--- src/rtl/mem0_pkg.sv ---
// mem0_pkg: shared types and helpers for the memory-0 arbitration stage.
//   ecause_t     : exception cause code carried down the pipeline
//   mem0_pay_t   : registered execute payload held by memory-0
//   rq_slice()   : extracts requester i's word address from the packed
//                  rq_addr bus, zero-extended to a [31:2] dcache address
package mem0_pkg;

    localparam int PA_W_DEF       = 29;
    localparam int STARVE_MAX_DEF = 4;
    // Widest packed requester-address bus rq_slice() accepts (16 x 30 bits).
    localparam int RQ_MAXW        = 16 * 30;

    typedef logic [4:0] ecause_t;

    typedef struct packed {
        ecause_t     exc_cause;
        logic [31:2] pc;
        logic        read;
        logic        write;
        logic        extend;
        logic [1:0]  width;
        logic [31:0] addr;
        logic [31:0] wdata;
        logic [4:0]  wb_reg;
    } mem0_pay_t;

    function automatic logic [31:2] rq_slice(input logic [RQ_MAXW-1:0] vec,
                                             input int idx, input int w);
        logic [31:2] r;
        r = '0;
        for (int b = 0; b < 30; b++)
            if (b < w && (idx * w + b) < RQ_MAXW) r[b+2] = vec[idx*w+b];
        return r;
    endfunction

endpackage

--- src/rtl/stage_memory0_arb_if.sv ---
// stage_memory0_arb_if: requester and dcache read-port bundle.
//   rq_read/rq_addr : per-requester read request and packed word address
//   rq_grant        : one-hot grant back to the requesters
//   mem0_dc_*       : dcache read strobe, translate flag, ASID, address
// master = the arbiter stage, slave = requesters/dcache side.
interface stage_memory0_arb_if #(
    parameter int NREQ = 2,
    parameter int PA_W = 29
);
    logic [NREQ-1:0]          rq_read;
    logic [NREQ*(PA_W-2)-1:0] rq_addr;
    logic [NREQ-1:0]          rq_grant;
    logic                     mem0_dc_read;
    logic                     mem0_dc_trans;
    logic [8:0]               mem0_dc_asid;
    logic [31:2]              mem0_dc_addr;

    modport master (
        input  rq_read, rq_addr,
        output rq_grant, mem0_dc_read, mem0_dc_trans, mem0_dc_asid, mem0_dc_addr
    );
    modport slave (
        output rq_read, rq_addr,
        input  rq_grant, mem0_dc_read, mem0_dc_trans, mem0_dc_asid, mem0_dc_addr
    );
endinterface

--- src/rtl/mem0_rr_arb.sv ---
// mem0_rr_arb: requester arbiter, fixed priority or round-robin.
//   clk, reset : core clock, synchronous active-high reset
//   req_i      : request vector (already masked by the caller)
//   grant_o    : one-hot grant, idx_o : granted index
// Owns the round-robin pointer; in fixed mode the pointer never moves.
module mem0_rr_arb #(
    parameter int NREQ    = 2,
    parameter int RR_MODE = 0,
    localparam int IW     = (NREQ > 1) ? $clog2(NREQ) : 1
) (
    input  logic            clk,
    input  logic            reset,
    input  logic [NREQ-1:0] req_i,
    output logic [NREQ-1:0] grant_o,
    output logic [IW-1:0]   idx_o
);
    logic [IW-1:0] ptr_q, ptr_d;
    logic          found;
    int            j;

    // Scan NREQ positions starting at the pointer (or 0 in fixed mode);
    // the modulo keeps non-power-of-two NREQ wrapping correctly.
    always_comb begin
        grant_o = '0;
        idx_o   = '0;
        found   = 1'b0;
        j       = 0;
        for (int k = 0; k < NREQ; k++) begin
            j = (RR_MODE != 0) ? (int'(ptr_q) + k) % NREQ : k;
            if (!found && req_i[IW'(j)]) begin
                found            = 1'b1;
                grant_o[IW'(j)]  = 1'b1;
                idx_o            = IW'(j);
            end
        end
    end

    always_comb begin
        ptr_d = ptr_q;
        if (RR_MODE != 0 && found)
            ptr_d = (int'(idx_o) + 1 >= NREQ) ? '0 : IW'(int'(idx_o) + 1);
    end

    always_ff @(posedge clk) begin
        if (reset) ptr_q <= '0;
        else       ptr_q <= ptr_d;
    end
endmodule

--- src/rtl/stage_memory0_arb.sv ---
// stage_memory0_arb: memory-0 pipeline stage with dcache port arbitration.
//   clk_core, reset : core clock, synchronous active-high reset
//   ex_*            : execute-stage results captured into memory-0
//   mem0_stall      : back-pressure to execute
//   csr_kill        : pipeline flush; csr_satp supplies the ASID
//   dc              : requester bus and dcache read port
//   mem1_stall      : memory-1 back-pressure
//   mem0_*          : registered stage outputs, forwarding, starvation flag
// Requesters win the dcache port over the pipeline op until the op has lost
// STARVE_MAX consecutive cycles, then the op is forced through.
module stage_memory0_arb
    import mem0_pkg::*;
#(
    parameter int NREQ       = 2,
    parameter int RR_MODE    = 0,
    parameter int PA_W       = PA_W_DEF,
    parameter int STARVE_MAX = STARVE_MAX_DEF
) (
    input  logic        clk_core,
    input  logic        reset,
    input  logic        ex_valid,
    input  logic        ex_stall,
    input  logic        ex_exc,
    input  ecause_t     ex_exc_cause,
    input  logic [31:2] ex_pc,
    input  logic [31:0] ex_data0,
    input  logic [31:0] ex_data1,
    input  logic        ex_mem_read,
    input  logic        ex_mem_write,
    input  logic        ex_mem_extend,
    input  logic [1:0]  ex_mem_width,
    input  logic [4:0]  ex_wb_reg,
    output logic        mem0_stall,
    input  logic        csr_kill,
    input  logic [31:0] csr_satp,
    stage_memory0_arb_if.master dc,
    input  logic        mem1_stall,
    output logic        mem0_valid,
    output logic        mem0_exc,
    output ecause_t     mem0_exc_cause,
    output logic [31:2] mem0_pc,
    output logic        mem0_read,
    output logic        mem0_write,
    output logic        mem0_extend,
    output logic [1:0]  mem0_width,
    output logic [31:0] mem0_addr,
    output logic [31:0] mem0_wdata,
    output logic [4:0]  mem0_wb_reg,
    output logic [31:0] mem0_fwd_data,
    output logic        mem0_starved
);
    localparam int AW = PA_W - 2;
    localparam int IW = (NREQ > 1) ? $clog2(NREQ) : 1;

    logic        valid_q, valid_d, exc_q, exc_d;
    mem0_pay_t   pay_q, pay_d;
    logic [3:0]  starve_q, starve_d;
    logic        op_force, cap;
    logic [NREQ-1:0] req_m, gnt;
    logic [IW-1:0]   gidx;
    logic        unused_satp;

    assign unused_satp = ^{csr_satp[31], csr_satp[21:0]};

    assign op_force = valid_q & (starve_q == 4'(STARVE_MAX));
    // A forced op or reset suppresses every grant.
    assign req_m    = (op_force | reset) ? '0 : dc.rq_read;

    mem0_rr_arb #(.NREQ(NREQ), .RR_MODE(RR_MODE)) u_arb (
        .clk     (clk_core),
        .reset   (reset),
        .req_i   (req_m),
        .grant_o (gnt),
        .idx_o   (gidx)
    );

    assign dc.rq_grant     = gnt;
    assign dc.mem0_dc_asid = csr_satp[30:22];

    always_comb begin
        dc.mem0_dc_read  = 1'b0;
        dc.mem0_dc_trans = 1'b0;
        dc.mem0_dc_addr  = '0;
        if (|gnt) begin
            dc.mem0_dc_read = 1'b1;
            dc.mem0_dc_addr = rq_slice(RQ_MAXW'(dc.rq_addr), int'(gidx), AW);
        end else if (valid_q & ~mem1_stall) begin
            dc.mem0_dc_read  = 1'b1;
            dc.mem0_dc_trans = 1'b1;
            dc.mem0_dc_addr  = pay_q.addr[31:2];
        end
    end

    assign mem0_stall = ((valid_q | exc_q) & mem1_stall) | (valid_q & (|gnt));
    assign cap        = ~mem0_stall | csr_kill;

    always_comb begin
        valid_d = valid_q;
        exc_d   = exc_q;
        pay_d   = pay_q;
        if (cap) begin
            valid_d = ex_valid & ~ex_stall & ~ex_exc & ~csr_kill;
            exc_d   = ex_exc & ~csr_kill;
            pay_d   = '{exc_cause: ex_exc_cause, pc: ex_pc, read: ex_mem_read,
                        write: ex_mem_write, extend: ex_mem_extend,
                        width: ex_mem_width, addr: ex_data0, wdata: ex_data1,
                        wb_reg: ex_wb_reg};
        end
    end

    // Losses only count when memory-1 could have accepted the op.
    always_comb begin
        starve_d = '0;
        if (csr_kill | ~valid_q)
            starve_d = '0;
        else if (mem1_stall)
            starve_d = starve_q;
        else if (|gnt)
            starve_d = (starve_q == 4'(STARVE_MAX)) ? starve_q : starve_q + 4'd1;
    end

    always_ff @(posedge clk_core) begin
        if (reset) begin
            valid_q  <= 1'b0;
            exc_q    <= 1'b0;
            pay_q    <= '0;
            starve_q <= '0;
        end else begin
            valid_q  <= valid_d;
            exc_q    <= exc_d;
            pay_q    <= pay_d;
            starve_q <= starve_d;
        end
    end

    assign mem0_valid     = valid_q;
    assign mem0_exc       = exc_q;
    assign mem0_exc_cause = pay_q.exc_cause;
    assign mem0_pc        = pay_q.pc;
    assign mem0_read      = pay_q.read;
    assign mem0_write     = pay_q.write;
    assign mem0_extend    = pay_q.extend;
    assign mem0_width     = pay_q.width;
    assign mem0_addr      = pay_q.addr;
    assign mem0_wdata     = pay_q.wdata;
    assign mem0_wb_reg    = pay_q.wb_reg;
    assign mem0_fwd_data  = pay_q.addr;
    assign mem0_starved   = (starve_q == 4'(STARVE_MAX));
endmodule

--- src/flat_wrapper.sv ---
// flat-port wrapper written by rule: the top's interface ports become plain ports
module stage_memory0_arb_flat import mem0_pkg::*;
#(
    parameter int NREQ       = 2,
    parameter int RR_MODE    = 0,
    parameter int PA_W       = PA_W_DEF,
    parameter int STARVE_MAX = STARVE_MAX_DEF
)
  (clk_core, reset, ex_valid, ex_stall, ex_exc, ex_exc_cause, ex_pc, ex_data0, ex_data1, ex_mem_read, ex_mem_write, ex_mem_extend, ex_mem_width, ex_wb_reg, mem0_stall, csr_kill, csr_satp, mem1_stall, mem0_valid, mem0_exc, mem0_exc_cause, mem0_pc, mem0_read, mem0_write, mem0_extend, mem0_width, mem0_addr, mem0_wdata, mem0_wb_reg, mem0_fwd_data, mem0_starved, dc_rq_read, dc_rq_addr, dc_rq_grant, dc_mem0_dc_read, dc_mem0_dc_trans, dc_mem0_dc_asid, dc_mem0_dc_addr);
  stage_memory0_arb_if #(.NREQ(NREQ), .PA_W(PA_W)) dc_i ();
  input  logic clk_core;
  input  logic reset;
  input  logic ex_valid;
  input  logic ex_stall;
  input  logic ex_exc;
  input  ecause_t ex_exc_cause;
  input  logic [31:2] ex_pc;
  input  logic [31:0] ex_data0;
  input  logic [31:0] ex_data1;
  input  logic ex_mem_read;
  input  logic ex_mem_write;
  input  logic ex_mem_extend;
  input  logic [1:0] ex_mem_width;
  input  logic [4:0] ex_wb_reg;
  output logic mem0_stall;
  input  logic csr_kill;
  input  logic [31:0] csr_satp;
  input  logic mem1_stall;
  output logic mem0_valid;
  output logic mem0_exc;
  output ecause_t mem0_exc_cause;
  output logic [31:2] mem0_pc;
  output logic mem0_read;
  output logic mem0_write;
  output logic mem0_extend;
  output logic [1:0] mem0_width;
  output logic [31:0] mem0_addr;
  output logic [31:0] mem0_wdata;
  output logic [4:0] mem0_wb_reg;
  output logic [31:0] mem0_fwd_data;
  output logic mem0_starved;
  input wire logic [$bits(dc_i.rq_read)-1:0] dc_rq_read;
  input wire logic [$bits(dc_i.rq_addr)-1:0] dc_rq_addr;
  output wire logic [$bits(dc_i.rq_grant)-1:0] dc_rq_grant;
  output wire logic [$bits(dc_i.mem0_dc_read)-1:0] dc_mem0_dc_read;
  output wire logic [$bits(dc_i.mem0_dc_trans)-1:0] dc_mem0_dc_trans;
  output wire logic [$bits(dc_i.mem0_dc_asid)-1:0] dc_mem0_dc_asid;
  output wire logic [$bits(dc_i.mem0_dc_addr)-1:0] dc_mem0_dc_addr;
  assign dc_i.rq_read = dc_rq_read;
  assign dc_i.rq_addr = dc_rq_addr;
  assign dc_rq_grant = dc_i.rq_grant;
  assign dc_mem0_dc_read = dc_i.mem0_dc_read;
  assign dc_mem0_dc_trans = dc_i.mem0_dc_trans;
  assign dc_mem0_dc_asid = dc_i.mem0_dc_asid;
  assign dc_mem0_dc_addr = dc_i.mem0_dc_addr;
  stage_memory0_arb #(.NREQ(NREQ), .RR_MODE(RR_MODE), .PA_W(PA_W), .STARVE_MAX(STARVE_MAX)) u_core (.clk_core(clk_core), .reset(reset), .ex_valid(ex_valid), .ex_stall(ex_stall), .ex_exc(ex_exc), .ex_exc_cause(ex_exc_cause), .ex_pc(ex_pc), .ex_data0(ex_data0), .ex_data1(ex_data1), .ex_mem_read(ex_mem_read), .ex_mem_write(ex_mem_write), .ex_mem_extend(ex_mem_extend), .ex_mem_width(ex_mem_width), .ex_wb_reg(ex_wb_reg), .mem0_stall(mem0_stall), .csr_kill(csr_kill), .csr_satp(csr_satp), .dc(dc_i), .mem1_stall(mem1_stall), .mem0_valid(mem0_valid), .mem0_exc(mem0_exc), .mem0_exc_cause(mem0_exc_cause), .mem0_pc(mem0_pc), .mem0_read(mem0_read), .mem0_write(mem0_write), .mem0_extend(mem0_extend), .mem0_width(mem0_width), .mem0_addr(mem0_addr), .mem0_wdata(mem0_wdata), .mem0_wb_reg(mem0_wb_reg), .mem0_fwd_data(mem0_fwd_data), .mem0_starved(mem0_starved));
endmodule
--- config.mk ---
export PLATFORM = sky130hd
export DESIGN_NAME = stage_memory0_arb_flat
export DESIGN_NICKNAME = d
export VERILOG_FILES = /design/src/rtl/mem0_pkg.sv /design/src/rtl/stage_memory0_arb_if.sv /design/src/rtl/mem0_rr_arb.sv /design/src/rtl/stage_memory0_arb.sv /design/src/flat_wrapper.sv
export SDC_FILE = /design/constraint.sdc
export NUM_CORES = 1
export LEC_CHECK = 0
export BUFFER_PORTS_ARGS = -buffer_cell sky130_fd_sc_hd__buf_2
export CAP_MARGIN = 10
export CORE_AREA = 3 3 150 152
export DETAILED_ROUTE_END_ITERATION = 6
export DIE_AREA = 0 0 153 155
export GPL_TIMING_DRIVEN = 0
export PLACE_DENSITY_LB_ADDON = 0.05
export SYNTH_ARGS = -nofsm -noshare
export SYNTH_HDL_FRONTEND = slang
export SYNTH_HIERARCHICAL = 1
export SYNTH_SLANG_ARGS = --single-unit
export TNS_END_PERCENT = 50
--- constraint.sdc ---
create_clock -name clk_core -period 2.5 [get_ports clk_core]
set_input_delay 0.25 -clock clk_core [delete_from_list [all_inputs] [get_ports clk_core]]
set_output_delay 0.25 -clock clk_core [all_outputs]
set_load 0.05 [all_outputs]
**Yosys cells after proc, flatten, opt, wreduce, memory -nomap -nowiden**

Cells that the tools add are included.

- Bits in latches: 0
- Output and inout port bits: 188
- Memory bits (writable): 0
- Input bits: 204
- Bits in read-only memories: 0
- Register bits: 115
- Memories kept: 0
- Logic and storage cells: 45

- Bitwise operators: 19
- Order comparisons: 0
- Multiplexer cells: 9
- Divide/modulo/power cells: 0
- Add/subtract/negate cells: 1
- Reductions and logical operators: 2
- Shift-type cells: 0
- Equal/unequal tests: 2
- $mul: 0

Operator list:

| operator | number |
|---|---|
| two-way mux 30 bit | 2 |
| bitwise AND 1 bit | 8 |
| two-way mux 4 bit | 2 |
| NOT 1 bit | 6 |
| two-way mux 1 bit | 5 |
| bitwise OR 1 bit | 5 |
| adder 4 x 1 -> 4 bit, second input constant | 1 |
| == test 4 x 3 -> 1 bit, second input constant | 1 |
| inequality test 2 bit, second input constant | 1 |
| AND reduction 2 bit | 1 |
| OR reduction 2 bit | 1 |

**Longest topological paths before layout**

Gate-level depths: netlist (run 1).

- Word-level depth: 9
- Gate-level depth with buffers: 13
- Mapped depth without buffers: 9

**Modules after synthesis**

Netlist (run 1), hierarchy kept.

Modules (own cells, without submodules):

| module | instances | cells an instance | area each (um^2) | seq. area each (um^2) |
|---|---|---|---|---|
| stage_memory0_arb | 1 | 653 | 4,969.8 | 2,302.2 |
| mem0_rr_arb | 1 | 4 | 26.3 | 0.0 |

**Least setup slack after synthesis (run 1)**

No wires, ideal clock.

- Path type: reg2out
- Start point: register u_core.starve_q[0]
- End point: output port dc_mem0_dc_addr[0]
- Stages on the path, launching flop included: 11
- Arrival time: 3,152 ps
- Data required time: 2,250 ps
- Setup slack: -902 ps
- Buffers on the path: 2
- Cell sequence: dfxtp_1 > inv_1 > ha_1 > and3b_1 > a21oi_1 > and2_1 > buf_4 > nor3_1 > clkbuf_1 > nand2_1 > o21ai_0

- Longest elaborated chain between the ends: 6

RTL lines:

| what | line | RTL |
|---|---|---|
| start: declaration | stage_memory0_arb.sv:57 | `logic [3:0] starve_q, starve_d;` |
| start signal: assignment | stage_memory0_arb.sv:132 | `starve_q <= starve_d;` |
| == test 4 x 3 -> 1 bit | -- |  |
| net mem0_starved | flat_wrapper.sv:41 | `output logic mem0_starved;` |
| bitwise AND 1 bit | stage_memory0_arb.sv:65 | `assign op_force = valid_q & (starve_q == 4'(STARVE_MAX));` |
| bitwise OR 1 bit | stage_memory0_arb.sv:67 | `assign req_m = (op_force \| reset) ? '0 : dc.rq_read;` |
| two-way mux 1 bit | stage_memory0_arb.sv:67 |  |
| net u_core.req_m[0] | stage_memory0_arb.sv:59 | `logic [NREQ-1:0] req_m, gnt;` |
| two-way mux 1 bit | -- |  |
| net dc_rq_grant[0] | flat_wrapper.sv:44 | `output wire logic [$bits(dc_i.rq_grant)-1:0] dc_rq_grant;` |
| two-way mux 30 bit | stage_memory0_arb.sv:84 | `if (\|gnt) begin` |
| end: declaration | flat_wrapper.sv:48 | `output wire logic [$bits(dc_i.mem0_dc_addr)-1:0] dc_mem0_dc_addr;` |

The timed path passes the listed nets, and every way through them passes these cells.

**Worst setup path after layout (run 1)**

- Start point: register u_core.starve_q[0]
- End point: output port dc_mem0_dc_addr[0]

- Longest elaborated chain between the ends: 6

RTL lines:

| what | line |
|---|---|
| == test 4 x 3 -> 1 bit | stage_memory0_arb.sv:65 |
| bitwise AND 1 bit | stage_memory0_arb.sv:65 |
| bitwise OR 1 bit | stage_memory0_arb.sv:67 |
| two-way mux 1 bit | stage_memory0_arb.sv:67 |
| two-way mux 1 bit | -- |
| two-way mux 30 bit | stage_memory0_arb.sv:84 |

Every way passes these cells.

==> flow_summary.toml, run 1 <==
[pwr]
ir_drop_uv = 431
netSwitchingFraction = 0.304
p_sw_mw = 1.90
p_comb_frac = 0.225
powerDensity_mw_per_mm2 = 752
p_leak_nw = 4.32
pwr-share-seq = 0.323
internal_power_mw = 4.34
pwr-share-clk = 0.452
power_mw = 6.24

[cts]
insertion_delay_ns = 0.41
clockRootBuffer = "clkbuf_16"
tritoncts.num_buffers = 17
clock_sinks = 115
ctsLongestPathBuffers = 2
cts_tree = "yes"
clk_pin_slew_ns = 0.05
cts_htree_levels = 4

[detailed_routing]
detail-route-antenna-nets = 0
avgViaCountPerCell = 4.22
drtIter0Drc = 182
drtPass1Iterations = 4
detail_route.wl_per_cell_um = 15.8
drcViolationCount = 0
vias = 5612
routed_wl_um = 21000

[global_route]
grt_first_pass_wirelength_um = 31400
grt_pass1_vias = 5587
grt_max_degree = 17
antenna_found_initial = 2
grt.total_usage = 0.168
grt-ovfl-total = 0

[worst_setup_path]
rr_worst_depth = 12
setup.worst_path.class = "reg -> out"
rrSetupSlack_ns = 0.17
crit_fanout = 10
crit_path_start_kind = "register"
r2r_start = "u_core/starve_q[0]$_SDFFE_PP0P_"
worstPathArrival_ns = 2.18
worst_setup_path_end_kind = "output port"
rr_endpoint = "u_core/mem0_addr[12]$_SDFFE_PP0P_"
critical_path_required_ns = 2.25

[synthesis]
avgSynthCellArea_um2 = 7.61
synthCells = 656
synth_warnings = 6
syn_area_mm2 = 0.00499

[placement]
post-dp-hpwl_um = 16300
portBuffers = 357
post-place-ws_ns = -0.487
dp.cells = 1289
place_area_mm2 = 0.00724
place.gp.congestion = 0.768

[sta]
tns_ns = 0
finalHoldWorstSlack_ns = 0.0639
setup_viol = 0
drv_slew = 0
tightest_slew_ns = 0.777
hold_viol_final = 0
rsz0062_at_grt = "yes"
fmax_ghz = 0.411
finalCritPeriodShare = 0.972
setup_slack_ns = 0.0696
period_minus_slack_ns = 2.43
clock_skew_ns = 0.0107
max-slew-margin-rel = 0.482

[min_path]
min_to = "u_core/mem0_valid$_SDFFE_PP0P_"
hold_depth = 2
min_from = "ex_exc"
hold_class = "in -> reg"

[die]
start_util = 0.236
core_mm2 = 0.0212
dieArea_mm2 = 0.0237
die_h_um = 155
die_x_um = 153
ios = 392
num_rows = 53

[final_layout]
finish.utilization = 0.392
final_area_mm2 = 0.00829
final_cell_mix = "350 x buf_2, 243 x nand2_1, 113 x a21oi_1, 113 x dfxtp_1, 53 x buf_4"
syn2layout_area_growth_pct = 66.2
nets = 1247
fin_cells = 1329
fillCellCount = 2298
final_common_cell = "buf_2"
layout-drive-gt1-share = 0.488

[status]
status = "completed"

[job]
drv_cap = 0
[power groups by stage]
| stage | registers (mW) | logic [mW] | clock network, mW |
|---|---|---|---|
| CTS | 2.02 | 1.41 | 2.89 |
| floorplan | 2.41 | 0.584 | 0 |
| detailed placement | 2.06 | 1.35 | 0 |
| global placement | 2.05 | 1.35 | 0 |
| global route | 2.03 | 1.48 | 2.97 |
| finish | 2.02 | 1.40 | 2.82 |
[routing by layer]
| metal | share of wire | up-vias | global-route usage |
|---|---|---|---|
| li1 | - | 2871 | - |
| met1 | 0.39 | 2476 | 0.188 |
| met2 | 0.50 | 240 | 0.302 |
| met3 | 0.090 | 23 | 0.0668 |
| met4 | 0.012 | 2 | 0.0403 |
| met5 | 0.00062 | - | 0 |
[worst max-delay path by stage]
stage / start / end / slack [ns] / cells after the start
finish: u_core/starve_q[0]$_SDFFE_PP0P_ / dc_mem0_dc_addr[0] / 0.07 / 11
global route: u_core/starve_q[0]$_SDFFE_PP0P_ / dc_mem0_dc_addr[10] / -0.02 / 11
CTS: u_core/starve_q[0]$_SDFFE_PP0P_ / dc_mem0_dc_addr[20] / 0.0003 / 11
detailed placement: u_core/starve_q[0]$_SDFFE_PP0P_ / dc_mem0_dc_addr[6] / -0.49 / 11
global placement: u_core/starve_q[0]$_SDFFE_PP0P_ / dc_mem0_dc_addr[20] / -0.45 / 11
floorplan: u_core/starve_q[0]$_SDFFE_PP0P_ / dc_mem0_dc_addr[11] / -0.16 / 9
[critical path, cell delays in order, from the launching register on]
cell and delay (ns):
dfxtp_2 0.32, inv_2 0.07, ha_4 0.13, and3b_2 0.19, a21oi_1 0.06, and2_4 0.17
nor3_4 0.19, buf_12 0.15, clkbuf_16 0.15, nand2_1 0.07, o21ai_2 0.08, buf_6 0.17
[layout make-up]
type | count | area (µm²) | area share
well taps | 275 | 344 | 0.0415
clock buffers | 22 | 484 | 0.0584
repair buffers | 366 | 2050 | 0.247
clock inverters | 9 | 199 | 0.0240
inverters | 4 | 15.0 | 0.00181
diodes | 1 | 2.50 | 0.000302
multi-input cells | 449 | 2270 | 0.274
plain buffers | 88 | 619 | 0.0747
flip-flops and latches | 115 | 2300 | 0.278
[repair_timing]
| action | CTS | global route |
|---|---|---|
| setup endpoints to repair | 88 | 39 |
| setup buffers | 5 | 2 |
| hold buffers | 0 | 0 |
| pin swaps | 2 | 1 |
| cloned | 2 | 0 |
| gates resized for setup | 86 | 8 |
Note: power is estimated with default switching activity, not from simulation.
==> inputs of run 2 (changes only) <==
- BUFFER_PORTS_ARGS: -buffer_cell sky130_fd_sc_hd__buf_2 -> -buffer_cell sky130_fd_sc_hd__clkbuf_2
==> run 2 against run 1 <==
  * Flip-flop and latch count is the same
  * Hold slack about the same
  * Power shrank 3.2%
  * Setup slack worse by 0.019 ns
  * Critical path type unchanged
==> flow_summary.toml, run 2 (synthesis results as in run 1) <==
[worst_setup_path]
setup.worst_path.class = "reg -> out"
crit_path_start_kind = "register"
path_cells = "inv_2, ha_4, and3b_2, a21oi_2, and2_4, nor3_4, buf_12, clkbuf_16, nand2_1, o21ai_2, buf_8"
r2r_start = "u_core/starve_q[0]$_SDFFE_PP0P_"
worstPathArrival_ns = 2.20
worst_setup_path_end_kind = "output port"
crit_fanout = 7
slowest_delay_ns = 0.32
critPathSlowestCell = "dfxtp_2"
crit_buf_inv = 4
critical_path_required_ns = 2.25
timing.critical_path.from = "u_core/starve_q[0]$_SDFFE_PP0P_"
path_delay_family = "simple AND/OR/NAND/NOR gates"

[sta]
finalHoldWorstSlack_ns = 0.0636
fmax_ghz = 0.408
max-slew-margin-rel = 0.431
period_minus_slack_ns = 2.45
drv_slew = 0
setup_viol = 0
finalCritPeriodShare = 0.980
clock_skew_ns = 0.0117
tightest_slew_ns = 0.853
hold_viol_final = 0
rsz0062_at_grt = "yes"

[cts]
insertion_delay_ns = 0.41
tritoncts.num_buffers = 17
clockRootBuffer = "clkbuf_16"
cts_htree_levels = 4
cts_tree = "yes"
ctsLongestPathBuffers = 2
clock_sinks = 115
clk_pin_slew_ns = 0.05

[detailed_routing]
drcViolationCount = 0
drtPass1Iterations = 5
drtIter0Drc = 194
detail_route.wl_per_cell_um = 15.7
avgViaCountPerCell = 4.19
detail-route-antenna-nets = 0
vias = 5572
routed_wl_um = 20900

[die]
die_h_um = 155
start_util = 0.236
core_mm2 = 0.0212
die_x_um = 153
ios = 392
dieArea_mm2 = 0.0237
num_rows = 53

[pwr]
p_leak_nw = 4.45
power_mw = 6.04
ir_drop_uv = 441
powerDensity_mw_per_mm2 = 706

[global_route]
grt.total_usage = 0.170
grt-ovfl-total = 0
grt_first_pass_wirelength_um = 31600
grt_max_degree = 17
grt_pass1_vias = 5659
antenna_found_initial = 0

[final_layout]
final_common_cell = "clkbuf_2"
syn2layout_area_growth_pct = 71.5
nets = 1248
layout-drive-gt1-share = 0.510
final_area_mm2 = 0.00856
fin_cells = 1330
finish.utilization = 0.405
final_cell_mix = "327 x clkbuf_2, 223 x nand2_1, 113 x dfxtp_1"
num_antenna_cells = 0

[placement]
post-dp-hpwl_um = 16200
place_area_mm2 = 0.00724
portBuffers = 357
dp.cells = 1289
place.gp.congestion = 0.759

[status]
status = "completed"

[job]
drv_cap = 0

[min_path]
min_from = "ex_pc[17]"
hold_class = "in -> reg"
[run 2: cell count changes in the layout (fill, tap and decap cells not counted), moves of 3 or more]
| cell | delta |
|---|---|
| o21ai_2 | -4 |
| nand2_4 | +7 |
| nand2_1 | -20 |
| o21ai_4 | +4 |
| clkbuf_16 | +5 |
| clkbuf_2 | +327 |
| nand2_2 | +13 |
| buf_8 | +27 |
| buf_2 | -328 |
| bufinv_16 | -3 |
| buf_6 | -28 |
[run 2: layout make-up]
| cell class | count | area [µm²] |
|---|---|---|
| multi-input cells | 449 | 2400 |
| fillers | 2259 | 12600 |
| plain buffers | 88 | 639 |
| repair buffers | 367 | 2220 |
| well taps | 275 | 344 |
| clock buffers | 25 | 515 |
| clock inverters | 7 | 119 |
| inverters | 4 | 15.0 |
| flip-flops and latches | 115 | 2310 |
[run 2: what timing repair did]
| item | 4_1_cts | 5_1_grt |
|---|---|---|
| pin swaps | 2 | 2 |
| hold buffers | 0 | 0 |
| setup endpoints to repair | 100 | 39 |
| setup buffers | 6 | 1 |
| cloned | 3 | 0 |
| gates resized for setup | 104 | 59 |
| hold endpoints to repair | 0 | 0 |
[run 2: worst register-to-register path, delay by kind of cell (launching register included)]
| family | cells | cell delay, ns |
|---|---|---|
| AND/OR/NAND/NOR | 5 | 0.89 |
| buffers and inverters | 4 | 0.62 |
| flip-flops | 1 | 0.33 |
| AO/OA/AOI/OAI | 2 | 0.21 |
| adder cells (fa/ha/maj) | 1 | 0.15 |
[run 2: metrics by stage]
step / TNS (ns) / worst slack [ns]
detailed placement: -15.26 / -0.502
global placement: -13.65 / -0.457
floorplan: -4.45 / -0.165
finish: 0 / 0.0506
CTS: -0.00395 / -0.00395
global route: -0.762 / -0.0491
[run 2: final timing paths]
check / endpoint / slack, ns / cells past startpoint
setup reg to reg: u_core/mem0_addr[12]$_SDFFE_PP0P_ / 0.17 / 12
hold reg to reg: u_core/mem0_pc[22]$_SDFFE_PP0P_ / 0.45 / 2
setup / recovery: dc_mem0_dc_addr[14] / 0.05 / 11
hold / removal: u_core/mem0_pc[17]$_SDFFE_PP0P_ / 0.06 / 3
[run 2: where the power goes]
| group | total [mW] | internal [mW] | leakage, nW | switching [mW] |
|---|---|---|---|---|
| combinational | 1.44 | 0.455 | 3.18 | 0.986 |
| sequential | 2.03 | 1.94 | 0.958 | 0.0834 |
| clock | 2.57 | 1.73 | 0.306 | 0.844 |
| total | 6.04 | 4.12 | 4.45 | 1.91 |
[run 2: metal layers]
metal | track usage | share of wire | vias up
li1 | - | - | 2877
met1 | 0.187 | 0.39 | 2446
met2 | 0.312 | 0.51 | 232
met3 | 0.0645 | 0.083 | 17
met4 | 0.0386 | 0.010 | 0
met5 | 0 | 0 | -
==> inputs of run 3 (changes only) <==
- ABC_AREA: not set -> 1
- CORE_AREA: 3 3 150 152 -> 3 3 153 155
- DIE_AREA: 0 0 153 155 -> 0 0 156 158
- MAX_ROUTING_LAYER: not set -> met4
==> run 3 against run 2 <==
  * Clock-buffer cell count decreased by 7
  * Wire length increased by 11%
  * Via count increased by 14%
  * Hold slack improved by 0.0018 ns
  * Largest cell class unchanged
==> flow_summary.toml, run 3 <==
[synthesis]
syn_area_mm2 = 0.00531
avgSynthCellArea_um2 = 7.42
synthCells = 715
synth_warnings = 6

[cts]
clockRootBuffer = "clkbuf_16"
insertion_delay_ns = 0.42
clk_pin_slew_ns = 0.06
tritoncts.num_buffers = 17
cts_htree_levels = 4
ctsLongestPathBuffers = 2
holdBufCountCts = 0
cts_tree = "yes"
clock_sinks = 115

[final_layout]
syn2layout_area_growth_pct = 64.9
multi_input_area_mm2 = 0.00249
final_common_cell = "clkbuf_2"
num_antenna_cells = 0
nets = 1311
final_cell_mix = "327 x clkbuf_2, 144 x nand2_1, 112 x a21oi_1, 112 x dfxtp_1, 103 x nand3_1"
fillCellCount = 2423
layout-drive-gt1-share = 0.495
final_area_mm2 = 0.00875
final-seq-area_mm2 = 0.00231

[worst_setup_path]
timing.critical_path.from = "u_core/starve_q[0]$_SDFFE_PP0P_"
rr_worst_depth = 15
crit_top_cell = "o21ai_4"
setup.worst_path.class = "reg -> out"
rr_endpoint = "u_core/mem0_pc[24]$_SDFFE_PP0P_"
cp-endpoint = "dc_mem0_dc_addr[7]"
path_cells = "inv_2, ha_4, nand3_4, o21ai_2, nor2_1, buf_4, nor2_4, buf_6, clkinv_8, clkbuf_16, o21ai_4, o21ai_4, buf_8"
rrSetupSlack_ns = 0.40
worst_setup_path_end_kind = "output port"
critical_path_required_ns = 2.25
crit_fanout = 5
slowest_delay_ns = 0.32
critPathSlowestCell = "dfxtp_2"
worstPathArrival_ns = 2.16
r2r_start = "u_core/starve_q[0]$_SDFFE_PP0P_"
crit_path_start_kind = "register"

[pwr]
p_leak_nw = 4.35
ir_drop_uv = 454
power_mw = 6.04
powerDensity_mw_per_mm2 = 690

[detailed_routing]
routed_wl_um = 23300
drtIter0Drc = 318
drcViolationCount = 0
avgViaCountPerCell = 4.53
detail-route-antenna-nets = 0
detail_route.wl_per_cell_um = 16.7
drtPass1Iterations = 4
vias = 6338

[global_route]
grt.total_usage = 0.185
grt-ovfl-total = 0
grt_use_met1 = 0.215
met2_usage = 0.313
grt_first_pass_wirelength_um = 34100
antenna_found_initial = 0
grt_use_met3 = 0.0467
grt_max_degree = 17
busiest_layer = "met2"
grt_pass1_vias = 6120

[die]
core_mm2 = 0.0220
ios = 392
dieArea_mm2 = 0.0246
num_rows = 54
die_x_um = 156
die_h_um = 158
start_util = 0.242

[sta]
finalHoldWorstSlack_ns = 0.0653
drv_slew = 0
max-slew-margin-rel = 0.657
setup_viol = 0
finalCritPeriodShare = 0.964
rsz0062_at_grt = "yes"
hold_viol_final = 0
setup_slack_ns = 0.0890
clock_skew_ns = 0.0117
fmax_ghz = 0.415
tightest_slew_ns = 0.514
period_minus_slack_ns = 2.41

[placement]
post-dp-hpwl_um = 17600
place_area_mm2 = 0.00751
post-place-ws_ns = -0.664
place.gp.congestion = 0.766
portBuffers = 357

[min_path]
hold_class = "in -> reg"

[status]
status = "completed"

[job]
drv_cap = 0
==> run 3: metal layers <==
layer | vias to the layer above | part of all wire
met5 | - | 0
met4 | 0 | 0.020
met3 | 28 | 0.072
met2 | 255 | 0.50
met1 | 2919 | 0.41
li1 | 3136 | -
==> run 3: how the worst min path moves through the flow <==
stage / from / to / slack (ns) / cells past startpoint
final: ex_wb_reg[3] / u_core/mem0_wb_reg[3]$_SDFFE_PP0P_ / 0.07 / 3
after global routing: ex_exc_cause[2] / u_core/mem0_exc_cause[2]$_SDFFE_PP0P_ / 0.05 / 3
after CTS: ex_data1[5] / u_core/mem0_wdata[5]$_SDFFE_PP0P_ / 0.04 / 3
after detailed placement: u_core/mem0_pc[13]$_SDFFE_PP0P_ / u_core/mem0_pc[13]$_SDFFE_PP0P_ / 0.47 / 2
after global placement: u_core/mem0_pc[19]$_SDFFE_PP0P_ / u_core/mem0_pc[19]$_SDFFE_PP0P_ / 0.46 / 2
after floorplan: ex_exc / u_core/mem0_exc$_SDFFE_PP0P_ / 0.38 / 2
==> run 3: final cells by class <==
type / count / area share
clock inverter: 14 / 0.0174
timing repair inverter: 1 / 0.00100
inverter: 16 / 0.00915
buffer: 100 / 0.0839
tap: 280 / 0.0400
timing repair buffer: 371 / 0.250
sequential: 115 / 0.263
clock buffer: 18 / 0.0502
multi-input combinational: 483 / 0.285
==> run 3: power breakdown <==
| part | leakage, nW | switching, mW | internal [mW] |
|---|---|---|---|
| clock network | 0.280 | 0.943 | 1.50 |
| registers | 0.958 | 0.0844 | 1.94 |
| logic | 3.11 | 1.08 | 0.485 |
| total | 4.35 | 2.10 | 3.93 |
==> run 3: timing repair <==
action	in CTS	in global routing
buffers inserted	6	5
setup endpoints to repair	32	32
pin swaps	7	12
cloned	3	1
gates resized for setup	94	84
==> run 3: critical path, delay by kind of cell (launching register included) <==
kind	cells	cell delay [ns]
adders and majority gates	1	0.15
buffers and inverters	6	0.78
DFF	1	0.32
AOI/OAI and AO/OA	3	0.27
and+or+nand+nor	3	0.24
==> run 3: through the flow <==
step / util / cells / TNS (ns)
2_1_floorplan: - / 716 / -0.190
3_3_place_gp: 0.342 / 1353 / -11.98
3_5_place_dp: 0.342 / 1353 / -12.14
4_1_cts: 0.388 / 1393 / -0.00331
5_1_grt: 0.399 / 1398 / -0.651
6_report: 0.399 / 1398 / 0
